File: src/rtl/vehicle_motion_controller_if.sv
// Bus between the display/game logic and the vehicle motion controller.
// Protocol: the controller watches i_VGA_VSync (active low). A sweep starts on a
// qualified falling edge. o_Busy is high while the sweep runs, one cycle per car.
// o_Frame_Done then pulses for one cycle, and at that point every o_Car_X lane
// holds its new value. The inputs need no acknowledge. i_Speed_Level is sampled
// only when a sweep starts.
interface vehicle_motion_controller_if #(
    parameter int NUM_CARS = 4
);
    logic                    i_VGA_VSync;
    logic                    i_Enable;
    logic [1:0]              i_Speed_Level;
    logic [10*NUM_CARS-1:0]  o_Car_X;
    logic [10*NUM_CARS-1:0]  o_Car_Y;
    logic                    o_Busy;
    logic                    o_Frame_Done;
    logic [1:0]              o_Dbg_State;

    modport master (
        output i_VGA_VSync, i_Enable, i_Speed_Level,
        input  o_Car_X, o_Car_Y, o_Busy, o_Frame_Done, o_Dbg_State
    );

    modport slave (
        input  i_VGA_VSync, i_Enable, i_Speed_Level,
        output o_Car_X, o_Car_Y, o_Busy, o_Frame_Done, o_Dbg_State
    );
endinterface

File: src/rtl/vehicle_motion_controller.sv
// Per-frame motion scheduler for the lane vehicles.
// After every FRAME_DIV-th VSync falling edge, one shared adder/subtractor visits
// the cars, one car per clock. Even lanes move right and odd lanes move left.
// Both directions wrap at the screen edges.
module vehicle_motion_controller #(
    parameter int NUM_CARS       = 4,
    parameter int H_VISIBLE_AREA = 640,
    parameter int TILE_SIZE      = 32,
    parameter int FRAME_DIV      = 2,
    parameter int BASE_SPEED     = 2,
    parameter int LANE_Y0        = 64,
    parameter int LANE_PITCH     = 64
) (
    input  logic                           i_Clk,
    input  logic                           i_Reset,
    vehicle_motion_controller_if.slave     bus
);
    localparam int              MAX_X    = H_VISIBLE_AREA - TILE_SIZE;
    localparam int              SPACING  = H_VISIBLE_AREA / NUM_CARS;
    localparam int              FC_W     = (FRAME_DIV > 1) ? $clog2(FRAME_DIV) : 1;
    localparam logic [2:0]      LAST_IDX = 3'(NUM_CARS - 1);
    localparam logic [FC_W-1:0] LAST_FC  = FC_W'(FRAME_DIV - 1);

    typedef enum logic [1:0] {
        ST_IDLE  = 2'd0,
        ST_SWEEP = 2'd1,
        ST_DONE  = 2'd2
    } state_t;

    state_t          r_state;
    state_t          w_state_next;
    logic            r_vs_d;
    logic [FC_W-1:0] r_frame_cnt;
    logic [2:0]      r_idx;
    logic [9:0]      r_step;
    logic [9:0]      r_car_x [NUM_CARS];

    logic            w_fall;
    logic            w_start;
    logic [9:0]      w_cur_x;
    logic [10:0]     w_sum;
    logic [9:0]      w_new_x;

    assign w_fall  = r_vs_d && !bus.i_VGA_VSync;
    // Edges seen outside IDLE are neither counted nor allowed to start a sweep.
    assign w_start = w_fall && (r_state == ST_IDLE) && bus.i_Enable &&
                     (r_frame_cnt == LAST_FC);

    // VSync history and the frame divider; the divider is held at 0 while frozen.
    always_ff @(posedge i_Clk or posedge i_Reset) begin
        if (i_Reset) begin
            r_vs_d      <= 1'b1;
            r_frame_cnt <= '0;
        end else begin
            r_vs_d <= bus.i_VGA_VSync;
            if (!bus.i_Enable) begin
                r_frame_cnt <= '0;
            end else if (w_fall && (r_state == ST_IDLE)) begin
                if (r_frame_cnt == LAST_FC) begin
                    r_frame_cnt <= '0;
                end else begin
                    r_frame_cnt <= r_frame_cnt + FC_W'(1);
                end
            end
        end
    end

    // FSM state register.
    always_ff @(posedge i_Clk or posedge i_Reset) begin
        if (i_Reset) begin
            r_state <= ST_IDLE;
        end else begin
            r_state <= w_state_next;
        end
    end

    // FSM next-state: IDLE -> SWEEP on a qualified edge, SWEEP for NUM_CARS cycles, one DONE cycle.
    always_comb begin
        w_state_next = r_state;
        case (r_state)
            ST_IDLE:  if (w_start) w_state_next = ST_SWEEP;
            ST_SWEEP: if (r_idx == LAST_IDX) w_state_next = ST_DONE;
            ST_DONE:  w_state_next = ST_IDLE;
            default:  w_state_next = ST_IDLE;
        endcase
    end

    // Car index and the step size; the step is frozen for the whole sweep.
    always_ff @(posedge i_Clk or posedge i_Reset) begin
        if (i_Reset) begin
            r_idx  <= '0;
            r_step <= '0;
        end else if (w_start) begin
            r_idx  <= '0;
            r_step <= 10'(BASE_SPEED) + {8'd0, bus.i_Speed_Level};
        end else if (r_state == ST_SWEEP) begin
            r_idx <= r_idx + 3'd1;
        end
    end

    // Shared add/sub unit. It selects the current car, then applies the lane direction and the wrap.
    always_comb begin
        w_cur_x = '0;
        for (int i = 0; i < NUM_CARS; i++) begin
            if (r_idx == 3'(i)) w_cur_x = r_car_x[i];
        end
        // The 11-bit sum keeps X + step from overflowing before the compare.
        w_sum   = {1'b0, w_cur_x} + {1'b0, r_step};
        w_new_x = w_cur_x;
        if (!r_idx[0]) begin
            w_new_x = (w_sum > 11'(MAX_X)) ? 10'd0 : w_sum[9:0];
        end else begin
            w_new_x = (w_cur_x < r_step) ? 10'(MAX_X) : (w_cur_x - r_step);
        end
    end

    // Position registers. Reset spreads the cars evenly; a reset mid-sweep restores these values.
    always_ff @(posedge i_Clk or posedge i_Reset) begin
        if (i_Reset) begin
            for (int i = 0; i < NUM_CARS; i++) begin
                r_car_x[i] <= 10'(i * SPACING);
            end
        end else if (r_state == ST_SWEEP) begin
            for (int i = 0; i < NUM_CARS; i++) begin
                if (r_idx == 3'(i)) r_car_x[i] <= w_new_x;
            end
        end
    end

    assign bus.o_Busy       = (r_state == ST_SWEEP);
    assign bus.o_Frame_Done = (r_state == ST_DONE);
    assign bus.o_Dbg_State  = r_state;

    for (genvar g = 0; g < NUM_CARS; g++) begin : g_car_out
        assign bus.o_Car_X[10*g +: 10] = r_car_x[g];
        assign bus.o_Car_Y[10*g +: 10] = 10'(LANE_Y0 + g * LANE_PITCH);
    end
endmodule

File: src/flat_wrapper.sv
// flat-port wrapper written by rule: the top's interface ports become plain ports
module vehicle_motion_controller_flat 
#(
    parameter int NUM_CARS       = 4,
    parameter int H_VISIBLE_AREA = 640,
    parameter int TILE_SIZE      = 32,
    parameter int FRAME_DIV      = 2,
    parameter int BASE_SPEED     = 2,
    parameter int LANE_Y0        = 64,
    parameter int LANE_PITCH     = 64
)
  (i_Clk, i_Reset, bus_i_VGA_VSync, bus_i_Enable, bus_i_Speed_Level, bus_o_Car_X, bus_o_Car_Y, bus_o_Busy, bus_o_Frame_Done, bus_o_Dbg_State);
  vehicle_motion_controller_if #(.NUM_CARS(NUM_CARS)) bus_i ();
  input  logic i_Clk;
  input  logic i_Reset;
  input wire logic [$bits(bus_i.i_VGA_VSync)-1:0] bus_i_VGA_VSync;
  input wire logic [$bits(bus_i.i_Enable)-1:0] bus_i_Enable;
  input wire logic [$bits(bus_i.i_Speed_Level)-1:0] bus_i_Speed_Level;
  output wire logic [$bits(bus_i.o_Car_X)-1:0] bus_o_Car_X;
  output wire logic [$bits(bus_i.o_Car_Y)-1:0] bus_o_Car_Y;
  output wire logic [$bits(bus_i.o_Busy)-1:0] bus_o_Busy;
  output wire logic [$bits(bus_i.o_Frame_Done)-1:0] bus_o_Frame_Done;
  output wire logic [$bits(bus_i.o_Dbg_State)-1:0] bus_o_Dbg_State;
  assign bus_i.i_VGA_VSync = bus_i_VGA_VSync;
  assign bus_i.i_Enable = bus_i_Enable;
  assign bus_i.i_Speed_Level = bus_i_Speed_Level;
  assign bus_o_Car_X = bus_i.o_Car_X;
  assign bus_o_Car_Y = bus_i.o_Car_Y;
  assign bus_o_Busy = bus_i.o_Busy;
  assign bus_o_Frame_Done = bus_i.o_Frame_Done;
  assign bus_o_Dbg_State = bus_i.o_Dbg_State;
  vehicle_motion_controller #(.NUM_CARS(NUM_CARS), .H_VISIBLE_AREA(H_VISIBLE_AREA), .TILE_SIZE(TILE_SIZE), .FRAME_DIV(FRAME_DIV), .BASE_SPEED(BASE_SPEED), .LANE_Y0(LANE_Y0), .LANE_PITCH(LANE_PITCH)) u_core (.i_Clk(i_Clk), .i_Reset(i_Reset), .bus(bus_i));
endmodule
File: config.mk
export PLATFORM = sky130hd
export DESIGN_NAME = vehicle_motion_controller_flat
export DESIGN_NICKNAME = d
export VERILOG_FILES = /design/src/rtl/vehicle_motion_controller_if.sv /design/src/rtl/vehicle_motion_controller.sv /design/src/flat_wrapper.sv
export SDC_FILE = /design/constraint.sdc
export NUM_CORES = 1
export LEC_CHECK = 0
export ABC_AREA = 1
export CORE_MARGIN = 2
export CORE_UTILIZATION = 30
export DETAILED_ROUTE_END_ITERATION = 10
export GPL_ROUTABILITY_DRIVEN = 0
export PLACE_DENSITY = 0.5
export SYNTH_ARGS = -nofsm -noshare
export SYNTH_HDL_FRONTEND = slang
export SYNTH_SLANG_ARGS = --single-unit
File: constraint.sdc
create_clock -name i_Clk -period 6 [get_ports i_Clk]
set_input_delay 0.6 -clock i_Clk [delete_from_list [all_inputs] [get_ports i_Clk]]
set_output_delay 0.6 -clock i_Clk [all_outputs]
set_load 0.02 [all_outputs]
==> impl_metrics.ini, run 1 <==
[timing]
setup_ws_ns = 1.67
grt_setup_unrepaired = no
worst_slew_pin_slew_ns = 0.957
layout_worst_path_cycle_share = 0.721
hold_viol = 0
finalCriticalPeriod_ns = 4.33
finalSetupTns_ns = 0
setup_viol = 0
slew-limit-headroom = 0.359
hold_ws_ns = 0.477
finalMaxSlewViolations = 0
fmax_ghz = 0.231
final.setup_skew_ns = 0.00617

[synth]
async_reset_ff_frac = 1.00
synth_top_area_frac = 0.279
ys.flop_type = dfrtp_1
syn-cell-area_um2 = 3670
synth_edf_count = 0
synth_cell_types = 37
syn_area_per_cell_um2 = 7.12
ys_ff_latch = 50
synthCells = 516
synth_area_leader_cell = dfrtp_1
synth_warnings = 0
synth.most_common_cell = nand2_1
synth_top_cells_by_area = dfrtp_1 (28%), nand2_1 (20%), buf_4 (8.6%)
yosysSeqAreaShare = 0.344
ys_top_cells_by_count = nand2_1 (195), inv_1 (46), buf_4 (42)

[die]
initial_core_util = 0.307
std_cell_rows = 40
die_w_um = 115
io_pins = 90
die_h_um = 115
die-area_um2 = 13100
core_area_um2 = 12000

[clocking]
htreeDepth = 2
clk_latency_ns = 0.29
cts.reportedPaths.clkPinSlew_ns = 0.07
cts_buffer_depth = 2
cts_tree = done
clock_sinks = 50
post-cts-setup-buffers = 0
ctsHoldBuffers = 0
cts_resized = 0
cts_buffers = 5
cts_root_buffer = clkbuf_16

[min_path]
worst_hold_path_type = reg -> reg
worstHoldEndpoint = u_core.bus.o_Car_X[37]
hold_depth = 2
worstHoldStart = u_core.bus.o_Car_X[37]

[finish]
post-route-util = 0.359
nFillCells = 1255
n_antenna_cell = 0
final_nets = 580
final_cells = 709
layout-drive-gt1-share = 0.114
areaGrowthSynthToFinish_pct = 16.9

[placed_design]
dp_slack_ns = 1.72
portBuffers = 49
dp_hpwl_um = 7430
place_inst = 701

[global_route]
first_global_vias = 3073
grt.overflow.total = 0
grt_max_degree = 51
grt_first_pass_wirelength_um = 16000
track_usage = 0.155
antenna_found_initial = 0

[setup_path]
crit_type = reg -> reg
regToRegSetupSlack_ns = 1.67
setup.worst_path.start_class = flip-flop
worstPathRequired_ns = 6.18
cp-end-kind = flip-flop
worstPathMaxFanout = 16
rr_endpoint = u_core.bus.o_Car_X[0]
worstPathArrival_ns = 4.51
reg2regPathDepth = 26
r2r_start = u_core.r_idx[0]
crit_start = u_core.r_idx[0]

[detailed_routing]
detail-route-antenna-nets = 0
routed_wl_um = 9830
drc = 0
routed_via_density = 4.55
routed-via-count = 3226
drtIter0Drc = 158
wire_per_inst_um = 13.9
drt_pass1_iterations = 4

[pwr]
p_per_area_nw_per_um2 = 669
vdd_drop_max_uv = 263
p_leak_nw = 2.23

[flow_run]
cap_violations = 0

[status]
outcome = completed
[cells in the final DEF, fill, tap and decap left out, drive strengths merged, types with 9 or more instances in the layout]
cell type / count
a21oi: 9
clkdlybuf4s50: 49
conb: 40
dfrtp: 41
dfstp: 9
ha: 11
inv: 53
nand2: 214
nand3: 41
nor2: 34
o21ai: 13
[metrics by stage]
| step | instance area (um2) | total power [mW] |
|---|---|---|
| after global placement | 4130 | 2.54 |
| after floorplan | 3820 | 1.97 |
| after detailed placement | 4130 | 2.54 |
| after global routing | 4300 | 3.14 |
| final | 4300 | 2.88 |
| after CTS | 4300 | 2.88 |
[critical path, cell delays in order, from the launching register on]
cell and delay, ns:
dfrtp_1 0.57, inv_1 0.26, ha_1 0.18, inv_1 0.04, nor2_1 0.56, nand3_1 0.16
nand3_1 0.12, o211ai_1 0.10, and2_1 0.18, inv_1 0.05, ha_1 0.16, inv_1 0.06
fa_1 0.38, o21ai_0 0.24, inv_1 0.10, a21oi_4 0.17, nand2_1 0.09, nand2_1 0.07
nor2_1 0.04, nor2_1 0.07, nand2_1 0.05, nand2_1 0.10, nand2_4 0.12, nand2_2 0.08
nand2_2 0.10, nand3_1 0.09, nand2_1 0.06
[layer usage]
layer / up-vias / part of all wire / global-route usage
li1: 1602 / - / -
met3: 10 / 0.049 / 0.0228
met1: 1518 / 0.46 / 0.212
met4: 0 / 0.014 / 0.0366
met2: 96 / 0.47 / 0.258
met5: - / 0 / 0
[registers in the layout, indices dropped and copies added (netlist names)]
register	count
u_core.bus.o_Car_X	40
u_core.r_idx	3
u_core.r_step	3
u_core.r_frame_cnt	1
u_core.r_vs_d	1
u_core.bus.o_Dbg_State	2
[worst max path at each step]
| stage | to |
|---|---|
| floorplan | u_core.bus.o_Car_X[30] |
| global placement | u_core.bus.o_Car_X[20] |
| detailed placement | u_core.bus.o_Car_X[20] |
| CTS | u_core.bus.o_Car_X[20] |
| global route | u_core.bus.o_Car_X[14] |
| finish | u_core.bus.o_Car_X[0] |
[cell type report]
class                           count  area [um2]  area share
Inverter                           57         214      0.0498
Timing Repair Buffer               52         513       0.119
Clock buffer                        7         133      0.0309
Multi-Input combinational cell    395        1960       0.456
Sequential cell                    50        1260       0.294
Tap cell                          147         184      0.0428
Clock inverter                      1        30.0     0.00699
[where the power goes]
part           internal (mW)  total, mW  switching [mW]
Clock                  0.197      0.322           0.125
Combinational          0.667       1.94            1.27
Sequential             0.483      0.616           0.133
Total                   1.35       2.88            1.53
[logic make-up (layout without fill, tap and decap cells)]
family,Yosys count,after routing,synth area share
flops,50,50,0.344
fa+ha+maj,13,13,0.0484
buf+inv,109,117,0.162
other cells,2,40,0.00204
xor+xnor,6,6,0.0143
simple gates,304,304,0.375
compound gates,32,32,0.0548
No activity file was read; power rests on OpenSTA's default activity.
==> run 2, diff against run 1 <==
Settings changed: PLACE_DENSITY 0.5 to 0.52.
Clock period 6 ns to 3.65 ns, I/O delays scaled along.
==> impl_metrics.ini, run 2 (synthesis results as in run 1) <==
[timing]
hold_ws_ns = 0.479
worst_slew_pin_slew_ns = 1.07
setup_viol = 0
grt_setup_unrepaired = no
slew-limit-headroom = 0.284
setup_ws_ns = 0.250
final.setup_skew_ns = 0.0115
hold_viol = 0
fmax_ghz = 0.294
finalMaxSlewViolations = 0
layout_worst_path_cycle_share = 0.932
finalSetupTns_ns = 0
finalCriticalPeriod_ns = 3.40

[placed_design]
place_inst = 710
dp_slack_ns = 0.153
portBuffers = 49
dp_hpwl_um = 7480
placed_area_um2 = 4200

[global_route]
grt_first_pass_wirelength_um = 15700
antenna_found_initial = 0
first_global_vias = 3022
grt_max_degree = 51
track_usage = 0.153
grt.overflow.total = 0

[setup_path]
worstPathRequired_ns = 3.84
worstPathMaxFanout = 6
r2r_start = u_core.r_idx[1]
crit_type = reg -> reg
setup.worst_path.start_class = flip-flop
cp-end-kind = flip-flop
crit_start = u_core.r_idx[1]
worstPathArrival_ns = 3.59

[die]
io_pins = 90
die_h_um = 115
die_w_um = 115
std_cell_rows = 40
core_area_um2 = 12000
initial_core_util = 0.307
die-area_um2 = 13100

[clocking]
cts_root_buffer = clkbuf_16
cts_buffer_depth = 2
htreeDepth = 2
ctsHoldBuffers = 0
cts_buffers = 5
clk_latency_ns = 0.30
cts.reportedPaths.clkPinSlew_ns = 0.07
cts_tree = done
clock_sinks = 50

[finish]
n_antenna_cell = 0
final_common_cell = nand2_1
fin_area_um2 = 4380
areaGrowthSynthToFinish_pct = 19.3
largest_reg_flops = 40
layout-drive-gt1-share = 0.143
final_cell_mix = nand2_1 (195), clkdlybuf4s50_1 (49), inv_1 (45)
post-route-util = 0.366
final_cells = 720
final_nets = 591

[pwr]
clkPwrFrac = 0.102
swShare = 0.534
switchingPower_mw = 2.58
power_frac_seq = 0.207
comb_power_share = 0.691
finalPower_mw = 4.83
p_leak_nw = 2.29
p_int_mw = 2.25
vdd_drop_max_uv = 440
p_per_area_nw_per_um2 = 1100

[detailed_routing]
detail-route-antenna-nets = 0
routed-via-count = 3260
drtIter0Drc = 186
drc = 0
routed_via_density = 4.53
routed_wl_um = 9800
drt_pass1_iterations = 5
wire_per_inst_um = 13.6

[flow_run]
cap_violations = 0

[min_path]
worstHoldStart = u_core.bus.o_Car_X[35]
worst_hold_path_type = reg -> reg

[status]
outcome = completed
## run 2: power groups by stage
| stage | Clock (mW) | Combinational [mW] | Sequential, mW |
|---|---|---|---|
| 5_1_grt | 0.521 | 3.70 | 1.03 |
| 2_1_floorplan | 0 | 2.07 | 1.17 |
| 3_3_place_gp | 0 | 3.24 | 1.01 |
| 6_report | 0.493 | 3.33 | 1.00 |
| 3_5_place_dp | 0 | 3.24 | 1.01 |
| 4_1_cts | 0.503 | 3.26 | 1.00 |
## run 2: final cells by class
cell class	count	area (um2)
inverters	57	214
multi-input cells	395	1980
repair buffers	63	596
flip-flops and latches	50	1260
well taps	147	184
fillers	1239	7580
clock inverters	3	25.0
clock buffers	5	125
## run 2: metal layers
layer  wire length, um  track usage  up-vias
li1                  -            -     1631
met1              4380        0.197     1511
met2              4790        0.261      108
met3               483       0.0259       10
met4               146       0.0496        0
met5                 0            0        -
## run 2: path summary, 6_finish.rpt
check / end / slack [ns] / cells after the start
min in group asynchronous: u_core.bus.o_Car_X[12] / 0.65 / 2
max in group asynchronous: u_core.bus.o_Car_X[34] / 2.33 / 2
worst min register to register: u_core.bus.o_Car_X[35] / 0.48 / 2
worst min-delay path: u_core.bus.o_Car_X[35] / 0.48 / 2
worst max-delay path: u_core.bus.o_Car_X[27] / 0.25 / 19
worst max register to register: u_core.bus.o_Car_X[27] / 0.25 / 19
## run 2: what timing repair did
action / 4_1_cts / 5_1_grt
setup endpoints to repair: 0 / 40
setup buffers: 0 / 2
resized for setup: 0 / 6
## run 2: critical path, cell delays in order (launching register included)
cell and delay [ns]:
dfrtp_1 0.42, inv_1 0.09, ha_1 0.18, inv_2 0.07, nor2_4 0.12, buf_4 0.17
inv_1 0.07, a31oi_1 0.24, o21ai_0 0.18, ha_1 0.39, buf_4 0.16, nand2_1 0.05
inv_1 0.06, nor3_2 0.34, nand4_1 0.22, nand2_1 0.13, nor2_1 0.04, o21bai_2 0.24
nand2_1 0.09, nand2_1 0.04
